==> src/rtl/spi_pkg.sv <==
// Shared definitions for the APB-SPI master: mode encodings and the baud divisor
// function that both the baud generator and the slave-select stage must agree on.
package spi_pkg;

    localparam logic [1:0] SPI_RUN   = 2'b00;
    localparam logic [1:0] SPI_WAIT  = 2'b01;
    localparam int         SPI_DIV_W = 12;

    // (sppr+1) * 2^(spr+1): 2 .. 2048, always fits in SPI_DIV_W bits
    function automatic logic [SPI_DIV_W-1:0] spi_baud_divisor(input logic [2:0] sppr,
                                                              input logic [2:0] spr);
        logic [SPI_DIV_W-1:0] base;
        logic [3:0]           shamt;
        base  = SPI_DIV_W'(sppr) + SPI_DIV_W'(1);
        shamt = {1'b0, spr} + 4'd1;
        return base << shamt;
    endfunction

endpackage

==> src/rtl/spi_baud_generator.sv <==
// SPI serial-clock generator: divides PCLK by the prescaler-derived divisor while
// the slave is selected and flags each SCLK edge as a sample or shift edge.
module spi_baud_generator
    import spi_pkg::*;
(
    input  logic                 PCLK,
    input  logic                 PRESET_n,
    input  logic [1:0]           spi_mode_i,
    input  logic                 spiswai_i,
    input  logic [2:0]           sppr_i,
    input  logic [2:0]           spr_i,
    input  logic                 cpol_i,
    input  logic                 cpha_i,
    input  logic                 ss_i,
    output logic                 sclk_o,
    output logic                 receive_sclk_o,
    output logic                 send_sclk_o,
    output logic [SPI_DIV_W-1:0] BaudRateDivisor_o
);

    logic [SPI_DIV_W-1:0] count;
    logic [SPI_DIV_W-1:0] half;
    logic                 enable;
    logic                 tc;
    logic                 leading;
    logic                 is_sample;

    always_comb begin
        BaudRateDivisor_o = spi_baud_divisor(sppr_i, spr_i);
        half              = BaudRateDivisor_o >> 1;
        enable            = !ss_i && ((spi_mode_i == SPI_RUN) ||
                                      (spi_mode_i == SPI_WAIT && !spiswai_i));
        // >= rather than == so a divisor shrinking mid-count cannot strand the counter
        tc                = count >= (half - SPI_DIV_W'(1));
        leading           = (sclk_o == cpol_i);
        is_sample         = leading ^ cpha_i;
    end

    always_ff @(posedge PCLK) begin
        if (!PRESET_n || !enable) begin
            count          <= '0;
            sclk_o         <= cpol_i;
            receive_sclk_o <= 1'b0;
            send_sclk_o    <= 1'b0;
        end else if (tc) begin
            count          <= '0;
            sclk_o         <= ~sclk_o;
            receive_sclk_o <= is_sample;
            send_sclk_o    <= !is_sample;
        end else begin
            count          <= count + SPI_DIV_W'(1);
            receive_sclk_o <= 1'b0;
            send_sclk_o    <= 1'b0;
        end
    end

endmodule

==> config.mk <==
export PLATFORM = sky130hd
export DESIGN_NAME = spi_baud_generator
export DESIGN_NICKNAME = d
export VERILOG_FILES = /design/src/rtl/spi_pkg.sv /design/src/rtl/spi_baud_generator.sv
export SDC_FILE = /design/constraint.sdc
export NUM_CORES = 1
export LEC_CHECK = 0
export BUFFER_PORTS_ARGS = -buffer_cell sky130_fd_sc_hd__buf_2
export CORE_ASPECT_RATIO = 1.1
export CORE_UTILIZATION = 56
export CTS_CLUSTER_DIAMETER = 200
export DETAILED_ROUTE_END_ITERATION = 8
export PLACE_DENSITY_LB_ADDON = 0.05
export REMOVE_ABC_BUFFERS = 1
export SLEW_MARGIN = 20
export SYNTH_ARGS = -nofsm -noshare
export SYNTH_HDL_FRONTEND = slang
export SYNTH_SLANG_ARGS = --single-unit
export TNS_END_PERCENT = 50
==> constraint.sdc <==
create_clock -name PCLK -period 3.54 [get_ports PCLK]
set_input_delay 0.531 -clock PCLK [delete_from_list [all_inputs] [get_ports PCLK]]
set_output_delay 0.531 -clock PCLK [all_outputs]
set_load 0.05 [all_outputs]
==> summary.txt, run 1 <==
run status -> finished clean
Clk network pwr share -> 0.159
DR pass1 iterations -> 4
starting DRC count in detailed routing -> 44
detailed placement HPWL -> 2900 um
ys async rst share -> 0
most common cell after layout, fill and taps aside -> buf_2
leakage power -> 0.930 nW
# rows -> 19
Period minus WS final -> 3360 ps
layout cells sized above 1 -> 0.345
Post-synth EDFFs -> 1
GRT Overall Usage -> 0.255
hold_buf cts -> 0
commonest non-fill, non-tap cells in the layout -> buf_2 (28), buf_4 (22), nand2_1 (20)
CTS tree -> built
worst-path fanout max -> 13
vias in the first global route -> 1388
Initial Util -> 0.607
DR WL/cell -> 13.8 um
Yosys cell types -> 50
DRT antenna net count -> 0
WL final -> 3630 um
Max-Cap Viols -> 0
nets -> 263
FF-to-FF setup slack -> 1550 ps
CP Launch Type -> input pin
CTS root buf -> clkbuf_4
grt total ovfl -> 0
CTS resizes -> 0
top_reg_cell synth -> dfxtp_1
CP Capture Type -> flip-flop
Fill cells -> 203
setup TNS after final layout -> 0 ps
Slew HR -> 0.707
Post-Synthesis Cells -> 184
postcts setup bufs -> 0
critical path arrival -> 3560 ps
Reg power frac -> 0.298
# diodes -> 0
DR vias/cell -> 5.78
overall power -> 0.583 mW
Worst-Margin Slew -> 431 ps
maximum clock frequency -> 298 MHz
Syn Area/Cell -> 8.47 um^2
number of antenna violations at the first check in global routing -> 0
Yosys warnings -> 0
final instance area -> 1910 um^2
clk_lat worst skew -> 270 ps
RD Place Congestion -> 0.964
pin count of the biggest net entering global routing -> 18
Num CTS Buffers -> 3
register area share after synthesis -> 0.199
first-pass GRT wire length -> 5910 um
buffer depth of the longest clock path -> 2
CP required -> 3740 ps
RSZ-0062 raised after global routing -> false
Yosys reg bits -> 15
Max Slew Vio Count -> 0
Sw Pwr -> 0.241 mW
PortBufs -> 28
core area -> 2570 um^2
Die X-Extent -> 52.3 um
WS Path Type -> in2reg
clock-pin slew on the worst setup and hold paths -> 80 ps
Netlist Area Pre-Place -> 1560 um^2
Max VDD drop -> 292 uV
Pint -> 0.342 mW
Comb power frac -> 0.543
vias post-DR -> 1521
switching share of power -> 0.413
worst min path class -> reg2reg
IO Count -> 29
Tcrit/Tclk final -> 0.949
Hold WS -> 567 ps
fin util -> 0.745
Hold Fails Final Rpt -> 0
Worst Skew -> 0.490 ps
Residual DRC -> 0
Setup Viol. Count Final -> 0
pwr dens -> 305 nW/um^2
DIE AREA -> 3000 um^2
H-Tree Depth -> 1
Die Y -> 57.3 um
Clock Sinks -> 15
area of placed instances -> 1860 um^2
Layout area overhead -> 22.8%
cells by family after synthesis:
family | share of synthesized area
AO/OA/AOI/OAI | 0.191
XOR/XNOR | 0.134
adder cells (fa/ha/maj) | 0.129
buffers and inverters | 0.0458
flip-flops | 0.199
multiplexers | 0.0458
AND/OR/NAND/NOR | 0.255
area by class of cell:
| type | count | area (um^2) | share of cell area |
|---|---|---|---|
| sequential | 15 | 310 | 0.162 |
| timing repair buffer | 50 | 305 | 0.160 |
| inverter | 8 | 30.0 | 0.0157 |
| tap | 31 | 38.8 | 0.0203 |
| clock buffer | 4 | 26.3 | 0.0137 |
| multi-input combinational | 155 | 1200 | 0.629 |
state kept, by name (all words and copies together), names as in the netlist:
register,cells
count,12
receive_sclk_o,1
sclk_o,1
send_sclk_o,1
metrics by stage:
step           std cells  setup WS (ps)
3_3_place_gp         259           13.8
4_1_cts              263           75.3
6_report             263            182
2_1_floorplan        178           -615
3_5_place_dp         259           -170
5_1_grt              263           24.0
power groups by stage:
stage	logic [mW]	registers (mW)	clock network (mW)
floorplan	0.207	0.181	0
global placement	0.295	0.177	0
detailed placement	0.304	0.178	0
CTS	0.308	0.173	0.0960
global route	0.343	0.174	0.106
finish	0.317	0.173	0.0925
worst max-delay path, cell delays in order:
cell and delay [ps]:
buf_2 110, buf_4 180, a21bo_4 230, mux2i_2 370
nand3_1 180, ha_1 260, o21ai_2 120, nor4b_2 100
xnor2_1 150, ha_1 190, a211oi_1 240, nand2_1 130
a211oi_2 260, o21ai_1 160, buf_4 190, a21oi_1 170
cell usage after synthesis, types with 2 or more instances:
cell type,count,share of area
nand2_1,20,0.048
a21oi_1,18,0.058
ha_1,16,0.13
xnor2_1,16,0.090
dfxtp_1,14,0.18
nand3_1,9,0.029
nor2_1,9,0.022
inv_1,7,0.017
xor2_1,6,0.034
nor3_1,5,0.016
a21o_1,4,0.019
and3_1,4,0.016
a211oi_1,3,0.014
clkbuf_1,3,0.0072
nand2b_1,3,0.012
nand4_1,3,0.012
o21ai_0,3,0.0096
o21ai_1,3,0.0096
o21ai_2,3,0.017
a21oi_2,2,0.011
buf_6,2,0.014
mux2i_2,2,0.018
nor4_2,2,0.016
worst paths after layout:
check	startpoint	to	cells past startpoint
max	spr_i[0]	count[5]$_SDFF_PP0_	16
min	count[11]$_SDFF_PP0_	count[11]$_SDFF_PP0_	3
max reg2reg	count[0]$_SDFF_PP0_	count[5]$_SDFF_PP0_	9
min reg2reg	count[11]$_SDFF_PP0_	count[11]$_SDFF_PP0_	3
routing by layer:
| layer | global-route usage | part of all wire | vias to the layer above | wire length, um |
|---|---|---|---|---|
| li1 | - | - | 763 | - |
| met5 | 0 | 0 | - | 0 |
| met1 | 0.340 | 0.47 | 723 | 1710 |
| met3 | 0.0533 | 0.036 | 2 | 131 |
| met2 | 0.434 | 0.49 | 33 | 1780 |
| met4 | 0.0226 | 0.0025 | 0 | 9 |
Power figures use the tool's default switching activity.
==> run 2: changes to the inputs <==
--- a/config.mk
+++ b/config.mk
@@ -6,12 +6,15 @@
 export NUM_CORES = 1
 export LEC_CHECK = 0
 export BUFFER_PORTS_ARGS = -buffer_cell sky130_fd_sc_hd__buf_2
+export CELL_PAD_IN_SITES_DETAIL_PLACEMENT = 0
+export CELL_PAD_IN_SITES_GLOBAL_PLACEMENT = 1
 export CORE_ASPECT_RATIO = 1.1
-export CORE_UTILIZATION = 56
+export CORE_UTILIZATION = 41
 export CTS_CLUSTER_DIAMETER = 200
 export DETAILED_ROUTE_END_ITERATION = 8
 export PLACE_DENSITY_LB_ADDON = 0.05
 export REMOVE_ABC_BUFFERS = 1
+export SETUP_SLACK_MARGIN = 0.3
 export SLEW_MARGIN = 20
 export SYNTH_ARGS = -nofsm -noshare
 export SYNTH_HDL_FRONTEND = slang
==> run 2 against run 1 <==
Net effect: first-iteration DRC count up 95%; clock-buffer cell count did not move; combinational power increased by 25%; worst setup slack improved by 230 ps; die area rose by 35%; power rose by 21%; sequential power about the same; critical path type unchanged; highest routed layer unchanged.
==> summary.txt, run 2 (same netlist as run 1, synthesis figures left out) <==
run status -> finished clean (unchanged)
PortBufs -> 28 (unchanged)
H-Tree Depth -> 1 (unchanged)
Worst-Margin Slew -> 355 ps (was 431 ps)
hold_buf cts -> 0 (unchanged)
worst min path class -> reg2reg (unchanged)
commonest non-fill, non-tap cells in the layout -> buf_2 (28), buf_4 (27), nand2_1 (18) (was buf_2 (28), buf_4 (22), nand2_1 (20))
R2R cell count -> 8 (was 9)
vias in the first global route -> 1468 (was 1388)
Setup Viol. Count Final -> 0 (unchanged)
non-filler cells in the finished layout -> 290 (was 263)
worst-path fanout max -> 13 (unchanged)
Die Y -> 66.6 um (was 57.3 um)
layout cells sized above 1 -> 0.446 (was 0.345)
Initial Util -> 0.430 (was 0.607)
vias post-DR -> 1520 (was 1521)
nets -> 271 (was 263)
leakage power -> 1.01 nW (was 0.930 nW)
Tcrit/Tclk final -> 0.884 (was 0.949)
clk_lat worst skew -> 240 ps (was 270 ps)
Pint -> 0.422 mW (was 0.342 mW)
Clock Sinks -> 15 (unchanged)
Sw Pwr -> 0.282 mW (was 0.241 mW)
RSZ-0062 raised after global routing -> false (unchanged)
CTS root buf -> clkbuf_8 (was clkbuf_4)
grt total ovfl -> 0 (unchanged)
clock-pin slew on the worst setup and hold paths -> 60 ps (was 80 ps)
CP peak stage delay -> 320 ps (was 370 ps)
Layout area overhead -> 42.8% (was 22.8%)
Num CTS Buffers -> 3 (unchanged)
Crit Reg-Reg Endpoint -> sclk_o$_DFFE_PP_ (was count[5]$_SDFF_PP0_)
GRT Overall Usage -> 0.201 (was 0.255)
Max Slew Vio Count -> 0 (unchanged)
Max VDD drop -> 313 uV (was 292 uV)
WS Path Type -> in2reg (unchanged)
WL final -> 4020 um (was 3630 um)
starting DRC count in detailed routing -> 86 (was 44)
# rows -> 23 (was 19)
DRT antenna net count -> 0 (unchanged)
Met1 Wirelength -> 1680 um (was 1710 um)
DR WL/cell -> 13.8 um (about the same)
maximum clock frequency -> 319 MHz (was 298 MHz)
most flop-heavy register -> count (unchanged)
Reg power frac -> 0.247 (was 0.298)
metal2 WL -> 2140 um (was 1780 um)
most common cell after layout, fill and taps aside -> buf_2 (unchanged)
CP Launch Type -> input pin (unchanged)
critical path arrival -> 3130 ps (was 3560 ps)
crit path cell chain -> buf_2 -> buf_8 -> a21bo_4 -> mux2i_4 -> buf_4 -> nand3_1 -> nand2_2 -> nor3_2 -> xnor2_1 -> ha_1 -> a21o_1 -> a21o_1 -> a211oi_2 -> o21a_1 -> o21ai_1 (was buf_2 -> buf_4 -> a21bo_4 -> mux2i_2 -> nand3_1 -> ha_1 -> o21ai_2 -> nor4b_2 -> xnor2_1 -> ha_1 -> a211oi_1 -> nand2_1 -> a211oi_2 -> o21ai_1 -> buf_4 -> a21oi_1)
Clk network pwr share -> 0.192 (was 0.159)
DR pass1 iterations -> 4 (unchanged)
pwr dens -> 317 nW/um^2 (was 305 nW/um^2)
overall power -> 0.704 mW (was 0.583 mW)
CP top delay family -> compound AO/OA/AOI/OAI gates (unchanged)
Residual DRC -> 0 (unchanged)
# diodes -> 0 (unchanged)
DR top layer -> met4 (unchanged)
hold path depth -> 3 (unchanged)
Hold Crit Endpoint -> count[11]$_SDFF_PP0_ (unchanged)
placed instance count -> 280 (was 259)
Period minus WS final -> 3130 ps (was 3360 ps)
detailed placement HPWL -> 3010 um (was 2900 um)
Hold Fails Final Rpt -> 0 (unchanged)
slowest stage cell on the critical path -> mux2i_4 (was mux2i_2)
DIE AREA -> 4050 um^2 (was 3000 um^2)
CP Capture Type -> flip-flop (unchanged)
DR vias/cell -> 5.24 (was 5.78)
IO Count -> 29 (unchanged)
pin count of the biggest net entering global routing -> 18 (unchanged)
buffer depth of the longest clock path -> 2 (unchanged)
CP required -> 3540 ps (was 3740 ps)
Max-Cap Viols -> 0 (unchanged)
first-pass GRT wire length -> 6170 um (was 5910 um)
Comb power frac -> 0.561 (was 0.543)
max reg flops -> 12 (unchanged)
Met3 Routed Length -> 101 um (was 131 um)
RD Place Congestion -> 0.854 (was 0.964)
Worst path most repeated cell -> a21o_1
Die X-Extent -> 60.8 um (was 52.3 um)
switching share of power -> 0.400 (was 0.413)
Worst Skew -> 1.64 ps (was 0.490 ps)
worst hold start -> count[11]$_SDFF_PP0_ (unchanged)
RR Startpoint -> count[0]$_SDFF_PP0_ (unchanged)
Slew HR -> 0.758 (was 0.707)
CTS tree -> built (unchanged)
FF-to-FF setup slack -> 1590 ps (was 1550 ps)
Critical path buffers and inverters -> 3 (unchanged)
number of antenna violations at the first check in global routing -> 0 (unchanged)
core area -> 3630 um^2 (was 2570 um^2)
setup TNS after final layout -> 0 ps (unchanged)
## run 2: layout make-up
class                      instances  area (um^2)
fill                             334         1400
tap                               50         62.6
clock buffer                       4         45.0
sequential                        15          310
timing repair buffer              58          380
inverter                           8         31.3
multi-input combinational        155         1400
## run 2: what timing repair did
| item | 4_1_cts | 5_1_grt |
|---|---|---|
| pin swaps | 3 | 17 |
| buffers inserted | 0 | 6 |
| setup endpoints to repair | 15 | 15 |
| resized for setup | 6 | 40 |
## run 2: power groups by stage
stage / clock [mW] / combinational [mW] / sequential, mW
finish: 0.135 / 0.395 / 0.174
floorplan: 0 / 0.207 / 0.181
global placement: 0 / 0.313 / 0.177
CTS: 0.140 / 0.325 / 0.174
detailed placement: 0 / 0.315 / 0.178
global route: 0.149 / 0.428 / 0.174
## run 2: layer usage
layer / track usage / vias to the layer above
met5: 0 / -
met4: 0.0881 / 0
met1: 0.231 / 700
met2: 0.365 / 32
met3: 0.0194 / 11
li1: - / 777
## run 2: how the worst max path moves through the flow
stage,startpoint,to,slack [ps],cells past startpoint
finish,spr_i[0],sclk_o$_DFFE_PP_,410,15
floorplan,spr_i[0],sclk_o$_DFFE_PP_,-610,13
CTS,sppr_i[0],count[10]$_SDFF_PP0_,310,15
global route,spr_i[0],count[0]$_SDFF_PP0_,270,15
global placement,spr_i[0],count[6]$_SDFF_PP0_,-70,16
detailed placement,spr_i[0],count[10]$_SDFF_PP0_,-110,15
## run 2: worst reg2reg max path, stage by stage, from the launching register on
cell      delay [ps]
dfxtp_1          370
inv_1            100
ha_1             270
nand2b_1         140
a21o_1           170
a21o_1           170
a21oi_1          250
o21a_1           190
o21ai_1           70
## run 2: through the flow
step	util	setup slack, ps	area [um^2]	hold WS, ps
final	0.614	410	2220	562
after global routing	0.614	269	2220	637
after CTS	0.542	305	1970	571
after detailed placement	0.524	-113	1900	552
after global placement	0.524	-68.7	1900	558
after floorplan	-	-615	1520	526
